==> src/rtl/ex_mem_pipe_reg.sv <==
// ============================================================================
// ex_mem_pipe_reg
// ----------------------------------------------------------------------------
// EX/MEM pipeline register with valid/ready flow control.
// It captures the EX-stage payload: ALU result, store data, destination
// register, and the WB and MEM control fields. It supports:
//   - back-pressure from the MEM stage (out_ready low holds the entry),
//   - flush-to-bubble,
//   - a saturating counter of stalled cycles.
//
// Optional feature (compile-time macro EX_MEM_SKID_EN):
//   When defined, one skid entry is added behind the main register. in_ready
//   then comes from a flop (skid empty), so there is no combinational path
//   from out_ready to in_ready. When undefined, in_ready is
//   !out_valid || out_ready.
//
// Ports
//   clock                   in   sole clock, rising edge
//   startin                 in   synchronous active-high reset
//   flush                   in   squash contents; entry becomes a bubble
//   in_valid / in_ready     in/out  EX-side handshake
//   alu_result_input        in   DATA_W  ALU result
//   read_data_2_input       in   DATA_W  store data
//   write_register_input    in   REG_W   destination register
//   WB_input / MEM_input    in   WB_W / MEM_W control fields
//   out_valid / out_ready   out/in  MEM-side handshake
//   alu_result_output       out  DATA_W  registered ALU result
//   read_data_2_output      out  DATA_W  registered store data
//   write_register_output   out  REG_W   registered destination
//   WB_output / MEM_output  out  control fields, forced to zero when !out_valid
//   stall_count             out  CNT_W   saturating count of out_valid && !out_ready
// ============================================================================
module ex_mem_pipe_reg #(
    parameter int DATA_W = 32,
    parameter int REG_W  = 5,
    parameter int WB_W   = 2,
    parameter int MEM_W  = 2,
    parameter int CNT_W  = 16
) (
    input  logic              clock,
    input  logic              startin,
    input  logic              flush,
    input  logic              in_valid,
    output logic              in_ready,
    input  logic [DATA_W-1:0] alu_result_input,
    input  logic [DATA_W-1:0] read_data_2_input,
    input  logic [REG_W-1:0]  write_register_input,
    input  logic [WB_W-1:0]   WB_input,
    input  logic [MEM_W-1:0]  MEM_input,
    output logic              out_valid,
    input  logic              out_ready,
    output logic [DATA_W-1:0] alu_result_output,
    output logic [DATA_W-1:0] read_data_2_output,
    output logic [REG_W-1:0]  write_register_output,
    output logic [WB_W-1:0]   WB_output,
    output logic [MEM_W-1:0]  MEM_output,
    output logic [CNT_W-1:0]  stall_count
);

    typedef struct packed {
        logic [DATA_W-1:0] alu;
        logic [DATA_W-1:0] rd2;
        logic [REG_W-1:0]  wreg;
        logic [WB_W-1:0]   wb;
        logic [MEM_W-1:0]  mem;
    } payload_t;

    localparam logic [CNT_W-1:0] CNT_MAX = '1;

    payload_t         w_in;
    logic             w_accept;
    logic             w_xfer;
    payload_t         r_main;
    logic             r_out_valid;
    logic [CNT_W-1:0] r_stall_cnt;

    assign w_in     = {alu_result_input, read_data_2_input, write_register_input,
                       WB_input, MEM_input};
    assign w_accept = in_valid && in_ready;
    assign w_xfer   = r_out_valid && out_ready;

`ifdef EX_MEM_SKID_EN
    payload_t r_skid;
    logic     r_skid_valid;

    // Registered ready: only the skid occupancy decides, so out_ready never
    // reaches in_ready combinationally.
    assign in_ready = !r_skid_valid;

    // NOTE: sequential state uses non-blocking assignments so that every
    // flop samples the pre-edge values regardless of statement order.
    always_ff @(posedge clock) begin
        if (startin) begin
            // NOTE: payload storage is reset as well, because the outputs are
            // required to read zero after reset, not just be marked invalid.
            r_main       <= '0;
            r_out_valid  <= 1'b0;
            r_skid       <= '0;
            r_skid_valid <= 1'b0;
        end else if (flush) begin
            // An accepted payload in this cycle is dropped; data fields hold.
            r_out_valid  <= 1'b0;
            r_skid_valid <= 1'b0;
        end else if (!r_out_valid) begin
            // Main empty implies skid empty, so new data goes straight to main.
            if (w_accept) begin
                r_main      <= w_in;
                r_out_valid <= 1'b1;
            end
        end else if (w_xfer) begin
            if (r_skid_valid) begin
                // Drain the skid into main to keep order; a simultaneous
                // accept refills the skid.
                r_main <= r_skid;
                if (w_accept) begin
                    r_skid <= w_in;
                end else begin
                    r_skid_valid <= 1'b0;
                end
            end else if (w_accept) begin
                r_main <= w_in;
            end else begin
                r_out_valid <= 1'b0;
            end
        end else if (w_accept) begin
            // Main full and stalled: park the new payload in the skid.
            r_skid       <= w_in;
            r_skid_valid <= 1'b1;
        end
    end
`else
    // Ready whenever the entry is empty or leaving this cycle.
    assign in_ready = !r_out_valid || out_ready;

    // NOTE: sequential state uses non-blocking assignments so that every
    // flop samples the pre-edge values regardless of statement order.
    always_ff @(posedge clock) begin
        if (startin) begin
            // NOTE: payload storage is reset as well, because the outputs are
            // required to read zero after reset, not just be marked invalid.
            r_main      <= '0;
            r_out_valid <= 1'b0;
        end else if (flush) begin
            // An accepted payload in this cycle is dropped; data fields hold.
            r_out_valid <= 1'b0;
        end else if (w_accept) begin
            r_main      <= w_in;
            r_out_valid <= 1'b1;
        end else if (w_xfer) begin
            r_out_valid <= 1'b0;
        end
    end
`endif

    // Stall counter: flush does not clear it, only startin does.
    always_ff @(posedge clock) begin
        if (startin) begin
            r_stall_cnt <= '0;
        end else if (r_out_valid && !out_ready && (r_stall_cnt != CNT_MAX)) begin
            r_stall_cnt <= r_stall_cnt + 1'b1;
        end
    end

    assign out_valid             = r_out_valid;
    assign alu_result_output     = r_main.alu;
    assign read_data_2_output    = r_main.rd2;
    assign write_register_output = r_main.wreg;
    // Control fields read as a bubble whenever the entry is not valid.
    assign WB_output             = r_out_valid ? r_main.wb  : '0;
    assign MEM_output            = r_out_valid ? r_main.mem : '0;
    assign stall_count           = r_stall_cnt;

endmodule

==> config.mk <==
export PLATFORM = sky130hd
export DESIGN_NAME = ex_mem_pipe_reg
export DESIGN_NICKNAME = d
export VERILOG_FILES = /design/src/rtl/ex_mem_pipe_reg.sv
export SDC_FILE = /design/constraint.sdc
export NUM_CORES = 1
export LEC_CHECK = 0
export BUFFER_PORTS_ARGS = -buffer_cell sky130_fd_sc_hd__clkbuf_2
export CAP_MARGIN = 5
export CORE_MARGIN = 5
export CORE_UTILIZATION = 35
export CTS_BUF_LIST = sky130_fd_sc_hd__clkbuf_4
export DETAILED_ROUTE_END_ITERATION = 12
export PLACE_DENSITY = 0.7
export SLEW_MARGIN = 10
export SYNTH_ARGS = -nofsm -noshare
export SYNTH_HDL_FRONTEND = slang
export SYNTH_SLANG_ARGS = --single-unit
export TNS_END_PERCENT = 1
==> constraint.sdc <==
create_clock -name clock -period 3.2 [get_ports clock]
set_input_delay 0.16 -clock clock [delete_from_list [all_inputs] [get_ports clock]]
set_output_delay 0.16 -clock clock [all_outputs]
set_load 0.01 [all_outputs]
==> results.yml, run 1 <==
cells_and_area:
  final_util: 0.482
  nets: 738
  drive_gt1_frac: 0.292
  final_cell_mix: "clkbuf_2 (167), nand2_1 (153), dfxtp_1 (90)"
  syn_to_final_growth_pct: 34.7
  final_common_cell: "clkbuf_2"
synthesis:
  syn_area_sq_um: 3900
  ys_seq_area_frac: 0.462
  yosysUniqueCellTypes: 32
  synth_seq_cells: 90
  synthCells: 494
  avgSynthCellArea_sq_um: 7.89
  synth_nets: 573
  yosys_warnings: 0
grt:
  grt_max_degree: 46
  grt_pass1_vias: 3582
  grt_first_pass_wirelength_um: 17100
  grt_antenna_before_repair: 0
  grt_usage: 0.162
  grt-ovfl-total: 0
floorplanning:
  die_height_um: 116
  initial_core_util: 0.358
  ios: 169
  core_sq_um: 10900
  die_x_um: 116
  die-area_sq_um: 13300
  num_rows: 38
timing:
  finClkSkew_ns: 0.0206
  drv_slew: 0
  rsz0062_at_grt: "false"
  fmax_ghz: 0.516
  hold_viol_final: 0
  slew_headroom: 0.457
  finalSetupViolations: 0
  fin_crit_ns: 1.94
  post-route-period-util: 0.606
  worstMarginPinSlew_ns: 0.807
  setup_tns_ns: 0
clocking:
  clk_latency_ns: 0.46
  hold_buffers: 75
  htree_levels: 3
  post_cts_resize_count: 0
  clk_pin_slew_ns: 0.15
  root_buffer: "clkbuf_4"
  cts_buffer_depth: 2
  cts_sinks: 90
  cts_buffers: 9
  cts_tree: "yes"
  postCtsSetupBuffers: 0
setup_path:
  endpoint_kind: "flop"
  start_kind: "flop"
  crit_arrival_ns: 2.31
  timing.rr.start: "out_valid"
  worstPathRequired_ns: 3.57
  crit_type: "reg -> reg"
  startpoint: "out_valid"
  crit_fanout: 45
placed_design:
  dpl.hpwl_um: 7050
  port_buffers: 168
  gp_congestion: 0.806
pwr:
  powerDensity_nw_per_um2: 416
  sw_frac_of_total: 0.250
  intPower_w: 0.00164
  p_seq_frac: 0.544
  ir_drop_uv: 262
  pwr-share-clk: 0.320
  p_leak_nw: 2.28
  p_sw_w: 0.000545
  p_comb_frac: 0.136
routing:
  viasPerCell: 4.68
  routedWlPerCell_um: 13.3
  firstDrtPassIters: 4
  num_vias: 3771
  route.detailed.drc: 0
  drtIter0Drc: 257
  ant_nets: 0
  totalWireLength_um: 10700
flow_run:
  maxCapViolCount: 0
worst_hold_path:
  min_path_type: "in -> reg"
  min_from: "out_ready"
status:
  status: "complete, no violations"
[registers in the layout, summed over array words and instances (netlist names)]
signal and flops:
alu_result_output 32, read_data_2_output 32, stall_count 16, write_register_output 5, r_main 4, out_valid 1
[logic make-up after synthesis]
| group | synth area share |
|---|---|
| simple gates | 0.230 |
| compound gates | 0.133 |
| buf+inv | 0.163 |
| flops | 0.462 |
| mux | 0.00834 |
| fa+ha+maj | 0.00321 |
[critical path, cell delays in order, from the launching register on]
cell,delay (ns)
dfxtp_1,0.51
nor2b_1,0.34
inv_1,0.16
nand3b_1,0.13
buf_4,0.40
nand2_1,0.12
a21oi_1,0.18
[synthesized netlist by cell type, drive strengths merged]
cell	instances	area share
a211oi	3	0.0058
o21ai	6	0.0077
and4	1	0.0022
and2	4	0.0064
nor2b	4	0.0064
buf	76	0.14
ha	1	0.0032
nor2	7	0.0067
nand4	4	0.010
and4b	2	0.0051
a311oi	1	0.0022
dfxtp	90	0.46
nor4	2	0.0032
mux2i	1	0.0026
o31ai	2	0.0038
mux2	2	0.0058
inv	3	0.0029
o21bai	1	0.0019
or3	6	0.011
nand2	153	0.15
a31oi	3	0.0048
a21oi	83	0.11
or4	4	0.0077
nand4b	1	0.0022
clkbuf	19	0.018
nand3	4	0.0051
nor3	7	0.0090
nor3b	1	0.0019
nand3b	3	0.0058
[per-stage QoR]
stage                     instance area (sq um)  setup WS [ns]  power [W]  hold WS [ns]  std cells
after floorplan                            3900           1.39    0.00137         0.239        494
after global routing                       5250          0.984    0.00231         0.102        804
after detailed placement                   4340           1.30    0.00143         0.376        713
final                                      5250           1.26    0.00218        0.0766        805
after CTS                                  5250           1.25    0.00222        0.0286        804
after global placement                     4340           1.38    0.00143         0.377        713
[layer usage]
metal	vias up	GRT usage	wire length [um]
met5	-	0	0
met4	0	0.0728	217
met3	16	0.0512	860
met2	135	0.286	5370
met1	1723	0.176	4300
li1	1897	-	-
[final cells by class]
class	instances	area (sq um)
inverters	3	11.3
flip-flops and latches	90	1800
clock buffers	10	75.1
repair buffers	249	1640
diodes	1	2.50
multi-input cells	306	1470
well taps	140	175
clock inverters	6	81.3
fillers	1008	5640
[power by group through the flow]
stage	logic [W]	registers, W	clock network, W
floorplan	0.000168	0.00121	0
global placement	0.000215	0.00121	0
detailed placement	0.000222	0.00121	0
CTS	0.000295	0.00119	0.000735
global route	0.000329	0.00119	0.000784
finish	0.000298	0.00119	0.000698
[worst paths after layout]
path / end / slack [ns] / depth (start not counted)
worst max-delay path: read_data_2_output[12] / 1.26 / 6
worst min-delay path: stall_count[1] / 0.08 / 4
worst max register to register: read_data_2_output[12] / 1.26 / 6
worst min register to register: r_main[2] / 0.46 / 2
(Power assumes the default switching activity.)
==> inputs of run 2 (changes only) <==
--- a/config.mk
+++ b/config.mk
@@ -11,7 +11,7 @@
 export CORE_UTILIZATION = 35
 export CTS_BUF_LIST = sky130_fd_sc_hd__clkbuf_4
 export DETAILED_ROUTE_END_ITERATION = 12
-export PLACE_DENSITY = 0.7
+export PLACE_DENSITY = 0.72
 export SLEW_MARGIN = 10
 export SYNTH_ARGS = -nofsm -noshare
 export SYNTH_HDL_FRONTEND = slang
==> constraint.sdc (replaced) <==
create_clock -name clock -period 1.7 [get_ports clock]
set_input_delay 0.085 -clock clock [delete_from_list [all_inputs] [get_ports clock]]
set_output_delay 0.085 -clock clock [all_outputs]
set_load 0.01 [all_outputs]
==> run 2 against run 1 <==
- the run now ends with setup timing left
- die area stayed put
- utilization is 2.2 points higher
- first-iteration DRC count fell by 30%
- design area increased by 4.6%
- hold slack improved by 0.21 ns
- combinational power is 110% higher
- cell count is 2.4% higher
- critical path type unchanged
- critical endpoint is now stall_count[10]
==> results.yml, run 2 (synthesized netlist as in run 1, its figures left out) <==
setup_path:
  endpoint_kind: "flop"
  start_kind: "flop"
  worstPathRequired_ns: 2.07
  reg2reg_slack_ns: -0.03
  crit_arrival_ns: 2.09
  crit_type: "reg -> reg"
  r2r-end: "stall_count[10]"
  timing.rr.start: "stall_count[1]"
  r2r_cells: 5
  crit_fanout: 4
timing:
  rsz0062_at_grt: "true"
  hold_viol_final: 0
  post-route-period-util: 1.02
  worstMarginPinSlew_ns: 0.489
  fin_crit_ns: 1.73
  setup_tns_ns: -0.0265
  drv_slew: 0
  fin_ws_ns: -0.0265
  finClkSkew_ns: 0.0247
  slew_headroom: 0.674
  finalSetupViolations: 1
  fmax_ghz: 0.579
clocking:
  cts_tree: "yes"
  clk_pin_slew_ns: 0.15
  cts_buffer_depth: 2
  clk_latency_ns: 0.45
  root_buffer: "clkbuf_4"
  cts_buffers: 9
  htree_levels: 3
  cts_sinks: 90
status:
  violations: "setup timing"
  status: "finished with violations"
grt:
  grt_usage: 0.160
  grt_max_degree: 47
  grt_first_pass_wirelength_um: 17000
  grt_antenna_before_repair: 0
  grt_pass1_vias: 3685
  grt-ovfl-total: 0
floorplanning:
  num_rows: 38
  ios: 169
  die_height_um: 116
  die_x_um: 116
  core_sq_um: 10900
  die-area_sq_um: 13300
  initial_core_util: 0.358
cells_and_area:
  final_common_cell: "clkbuf_2"
  syn_to_final_growth_pct: 40.9
  final_cell_mix: "clkbuf_2 (167), nand2_1 (153), a21oi_1 (83), dfxtp_1 (83), dlygate4sd3_1 (77)"
  multi_input_area_sq_um: 1490
  drive_gt1_frac: 0.321
  n_fill_cell: 974
  nets: 757
  seqCellArea_sq_um: 1820
pwr:
  ir_drop_uv: 459
  power_w: 0.00400
  powerDensity_nw_per_um2: 728
  p_leak_nw: 2.40
worst_hold_path:
  min_path_type: "in -> reg"
  min_from: "in_valid"
  hold_depth: 5
  min_to: "r_main[1]"
routing:
  routedWlPerCell_um: 13.7
  viasPerCell: 4.77
  firstDrtPassIters: 4
  totalWireLength_um: 11300
  num_vias: 3932
  ant_nets: 0
  route.detailed.drc: 0
  drtIter0Drc: 180
placed_design:
  gp_congestion: 0.800
  dpl.hpwl_um: 7040
  port_buffers: 168
flow_run:
  maxCapViolCount: 0
==> run 2: worst max-delay path by stage <==
stage | start | end | cells past startpoint
after floorplan | stall_count[1] | stall_count[10] | 5
after global routing | stall_count[1] | stall_count[10] | 5
after global placement | stall_count[3] | stall_count[11] | 4
after CTS | stall_count[1] | stall_count[10] | 5
after detailed placement | out_valid | alu_result_output[0] | 7
final | stall_count[1] | stall_count[10] | 5
==> run 2: where the power goes <==
part,internal (W),leakage [nW],total [W],switching (W)
logic,0.000326,1.59,0.000615,0.000289
clock network,0.000467,0.0734,0.00115,0.000685
registers,0.00219,0.738,0.00223,0.0000429
==> run 2: layer usage <==
metal / wire length (um) / GRT usage
met1: 4440 / 0.174
met5: 0 / 0
met4: 264 / 0.0743
met2: 5590 / 0.278
met3: 970 / 0.0585
==> run 2: worst max-delay path, cell delays in order, from the launching register on <==
cell      delay, ns
dfxtp_4        0.40
ha_4           0.14
nand3b_1       0.09
or3_4          0.42
or4_1          0.48
a21oi_1        0.12
==> run 2: final cells by class <==
class                   instances  area share
diodes                          1    0.000456
clock buffers                  11      0.0150
clock inverters                 5     0.00843
inverters                       3     0.00205
multi-input cells             306       0.272
flip-flops and latches         90       0.331
well taps                     140      0.0319
repair buffers                268       0.339
==> run 2: per-stage QoR <==
step	utilization	area (sq um)	setup WS [ns]	hold WS, ns	instances
detailed placement	0.412	4490	-0.0339	0.313	725
global placement	0.412	4490	0.0420	0.309	725
finish	0.504	5490	-0.0265	0.284	824
global route	0.504	5490	-0.0846	0.265	823
floorplan	-	3920	0.00164	0.164	494
CTS	0.495	5390	-0.0439	0.280	818
==> run 2: repair_timing <==
action | CTS | global route
gates cloned | 0 | 2
pin swaps | 0 | 1
setup endpoints to repair | 76 | 84
setup buffers | 0 | 3
hold buffers | 77 | 0
resized for setup | 3 | 7
endpoints found under the hold margin | 78 | 0
==> inputs of run 3 (changes only) <==
--- a/config.mk
+++ b/config.mk
@@ -8,10 +8,10 @@
 export BUFFER_PORTS_ARGS = -buffer_cell sky130_fd_sc_hd__clkbuf_2
 export CAP_MARGIN = 5
 export CORE_MARGIN = 5
-export CORE_UTILIZATION = 35
+export CORE_UTILIZATION = 44
 export CTS_BUF_LIST = sky130_fd_sc_hd__clkbuf_4
 export DETAILED_ROUTE_END_ITERATION = 12
-export PLACE_DENSITY = 0.72
+export PLACE_DENSITY = 0.78
 export SLEW_MARGIN = 10
 export SYNTH_ARGS = -nofsm -noshare
 export SYNTH_HDL_FRONTEND = slang
==> run 3 against run 2 <==
- the flow now finishes without violations
- clock power fell by 8%
- flip-flop and latch count unchanged
- via count is 3.7% lower
- register-to-register slack gained 0.07 ns
- maximum frequency rose by 4.1%
- die area down 19%
- clock skew decreased by 0.0052 ns
- cell count shrank 5.0%
- design area is 1.8% lower
==> results.yml, run 3 (synthesized netlist as in run 1, its figures left out) <==
status:
  status: "complete, no violations"
routing:
  routedWlPerCell_um: 13.4
  viasPerCell: 4.84
  drtIter0Drc: 186
  route.detailed.drc: 0
  firstDrtPassIters: 5
  totalWireLength_um: 10500
  num_vias: 3788
  ant_nets: 0
pwr:
  ir_drop_uv: 400
  power_w: 0.00388
  p_leak_nw: 2.35
  powerDensity_nw_per_um2: 719
timing:
  fmax_ghz: 0.603
  worstMarginPinSlew_ns: 0.615
  finalSetupViolations: 0
  fin_crit_ns: 1.66
  finClkSkew_ns: 0.0195
  drv_slew: 0
  post-route-period-util: 0.975
  slew_headroom: 0.590
  hold_viol_final: 0
  fin_ws_ns: 0.0419
  rsz0062_at_grt: "true"
floorplanning:
  die_x_um: 104
  initial_core_util: 0.449
  ios: 169
  die_height_um: 104
  core_sq_um: 8680
  die-area_sq_um: 10800
  num_rows: 34
flow_run:
  maxCapViolCount: 0
setup_path:
  crit_type: "reg -> reg"
  crit_end: "stall_count[11]"
  reg2reg_slack_ns: 0.04
  r2r-end: "stall_count[11]"
  start_kind: "flop"
  crit_arrival_ns: 2.02
  worstPathRequired_ns: 2.07
  endpoint_kind: "flop"
  startpoint: "stall_count[1]"
  timing.rr.start: "stall_count[1]"
  r2r_cells: 5
  crit_fanout: 4
cells_and_area:
  seqCellArea_sq_um: 1820
  n_fill_cell: 735
  multi_input_area_sq_um: 1510
  final_common_cell: "clkbuf_2"
  syn_to_final_growth_pct: 38.3
  final_cell_mix: "clkbuf_2 (167), nand2_1 (153), dfxtp_1 (83)"
  finish.instance_area_sq_um: 5390
  final_util: 0.621
  nets: 749
  drive_gt1_frac: 0.324
  diodes: 0
grt:
  grt_antenna_before_repair: 0
  grt_pass1_vias: 3689
  use_met1: 0.216
  use_met3: 0.0664
  use_met2: 0.335
  busiest_layer: "met2"
  grt_max_degree: 42
  grt-ovfl-total: 0
  grt_first_pass_wirelength_um: 17500
  grt_usage: 0.192
clocking:
  cts_buffer_depth: 2
  htree_levels: 3
  clk_pin_slew_ns: 0.15
  root_buffer: "clkbuf_4"
  cts_buffers: 9
  cts_sinks: 90
  clk_latency_ns: 0.43
  cts_tree: "yes"
placed_design:
  gp_congestion: 0.825
  dpl.hpwl_um: 6810
  dpl_cell_area_sq_um: 4460
  place_ws_ns: 0.000285
  port_buffers: 168
worst_hold_path:
  min_path_type: "in -> reg"
run 3: cell count changes in the layout (fill, tap and decap cells not counted), sizes merged:
cell	delta
clkinvlp	+1
clkbuf	-4
inv	+2
buf	-5
bufinv	-1
diode	-1
dlygate4sd3	-1
run 3: area by class of cell:
class / count / share of cell area
clock buffers: 9 / 0.0125
clock inverters: 7 / 0.00975
inverters: 3 / 0.00209
multi-input cells: 306 / 0.279
flip-flops and latches: 90 / 0.338
well taps: 108 / 0.0251
repair buffers: 260 / 0.333
run 3: power by group:
part | total [W] | switching (W) | internal (W)
Clock | 0.00106 | 0.000750 | 0.000312
Combinational | 0.000587 | 0.000275 | 0.000313
Sequential | 0.00223 | 0.0000430 | 0.00218
Total | 0.00388 | 0.00107 | 0.00281
run 3: worst min-delay path by stage:
stage / endpoint / depth (start not counted) / slack (ns) / startpoint
6_report: stall_count[13] / 2 / 0.14 / startin
5_1_grt: stall_count[13] / 2 / 0.12 / startin
4_1_cts: stall_count[13] / 2 / 0.11 / startin
3_5_place_dp: out_valid / 2 / 0.30 / flush
3_3_place_gp: out_valid / 2 / 0.29 / flush
2_1_floorplan: out_valid / 1 / 0.16 / flush
run 3: timing repair:
action / in CTS / in global routing
setup endpoints to repair: 1 / 83
gates resized for setup: 4 / 9
pin swaps: 1 / 3
setup buffers: 2 / 0
hold buffers: 76 / 0
gates cloned: 0 / 0
hold endpoints to repair: 75 / 0
run 3: per-layer routing:
| layer | routed length [um] | up-vias | share of wire |
|---|---|---|---|
| li1 | - | 1920 | - |
| met5 | 0 | - | 0 |
| met4 | 245 | 0 | 0.023 |
| met2 | 5270 | 144 | 0.50 |
| met1 | 4190 | 1702 | 0.40 |
| met3 | 751 | 22 | 0.072 |
run 3: worst max-delay path, stage by stage (launching register included):
cell and delay, ns:
dfxtp_4 0.39, buf_4 0.12, nand4b_1 0.18, or4_1 0.45, or3_1 0.32, a21oi_1 0.14
run 3: through the flow:
step / hold WS, ns / std cells / setup TNS [ns]
after floorplan: 0.164 / 494 / 0
after global placement: 0.293 / 689 / 0
after detailed placement: 0.301 / 689 / 0
after CTS: 0.110 / 783 / 0
after global routing: 0.122 / 783 / -0.275
final: 0.140 / 783 / 0
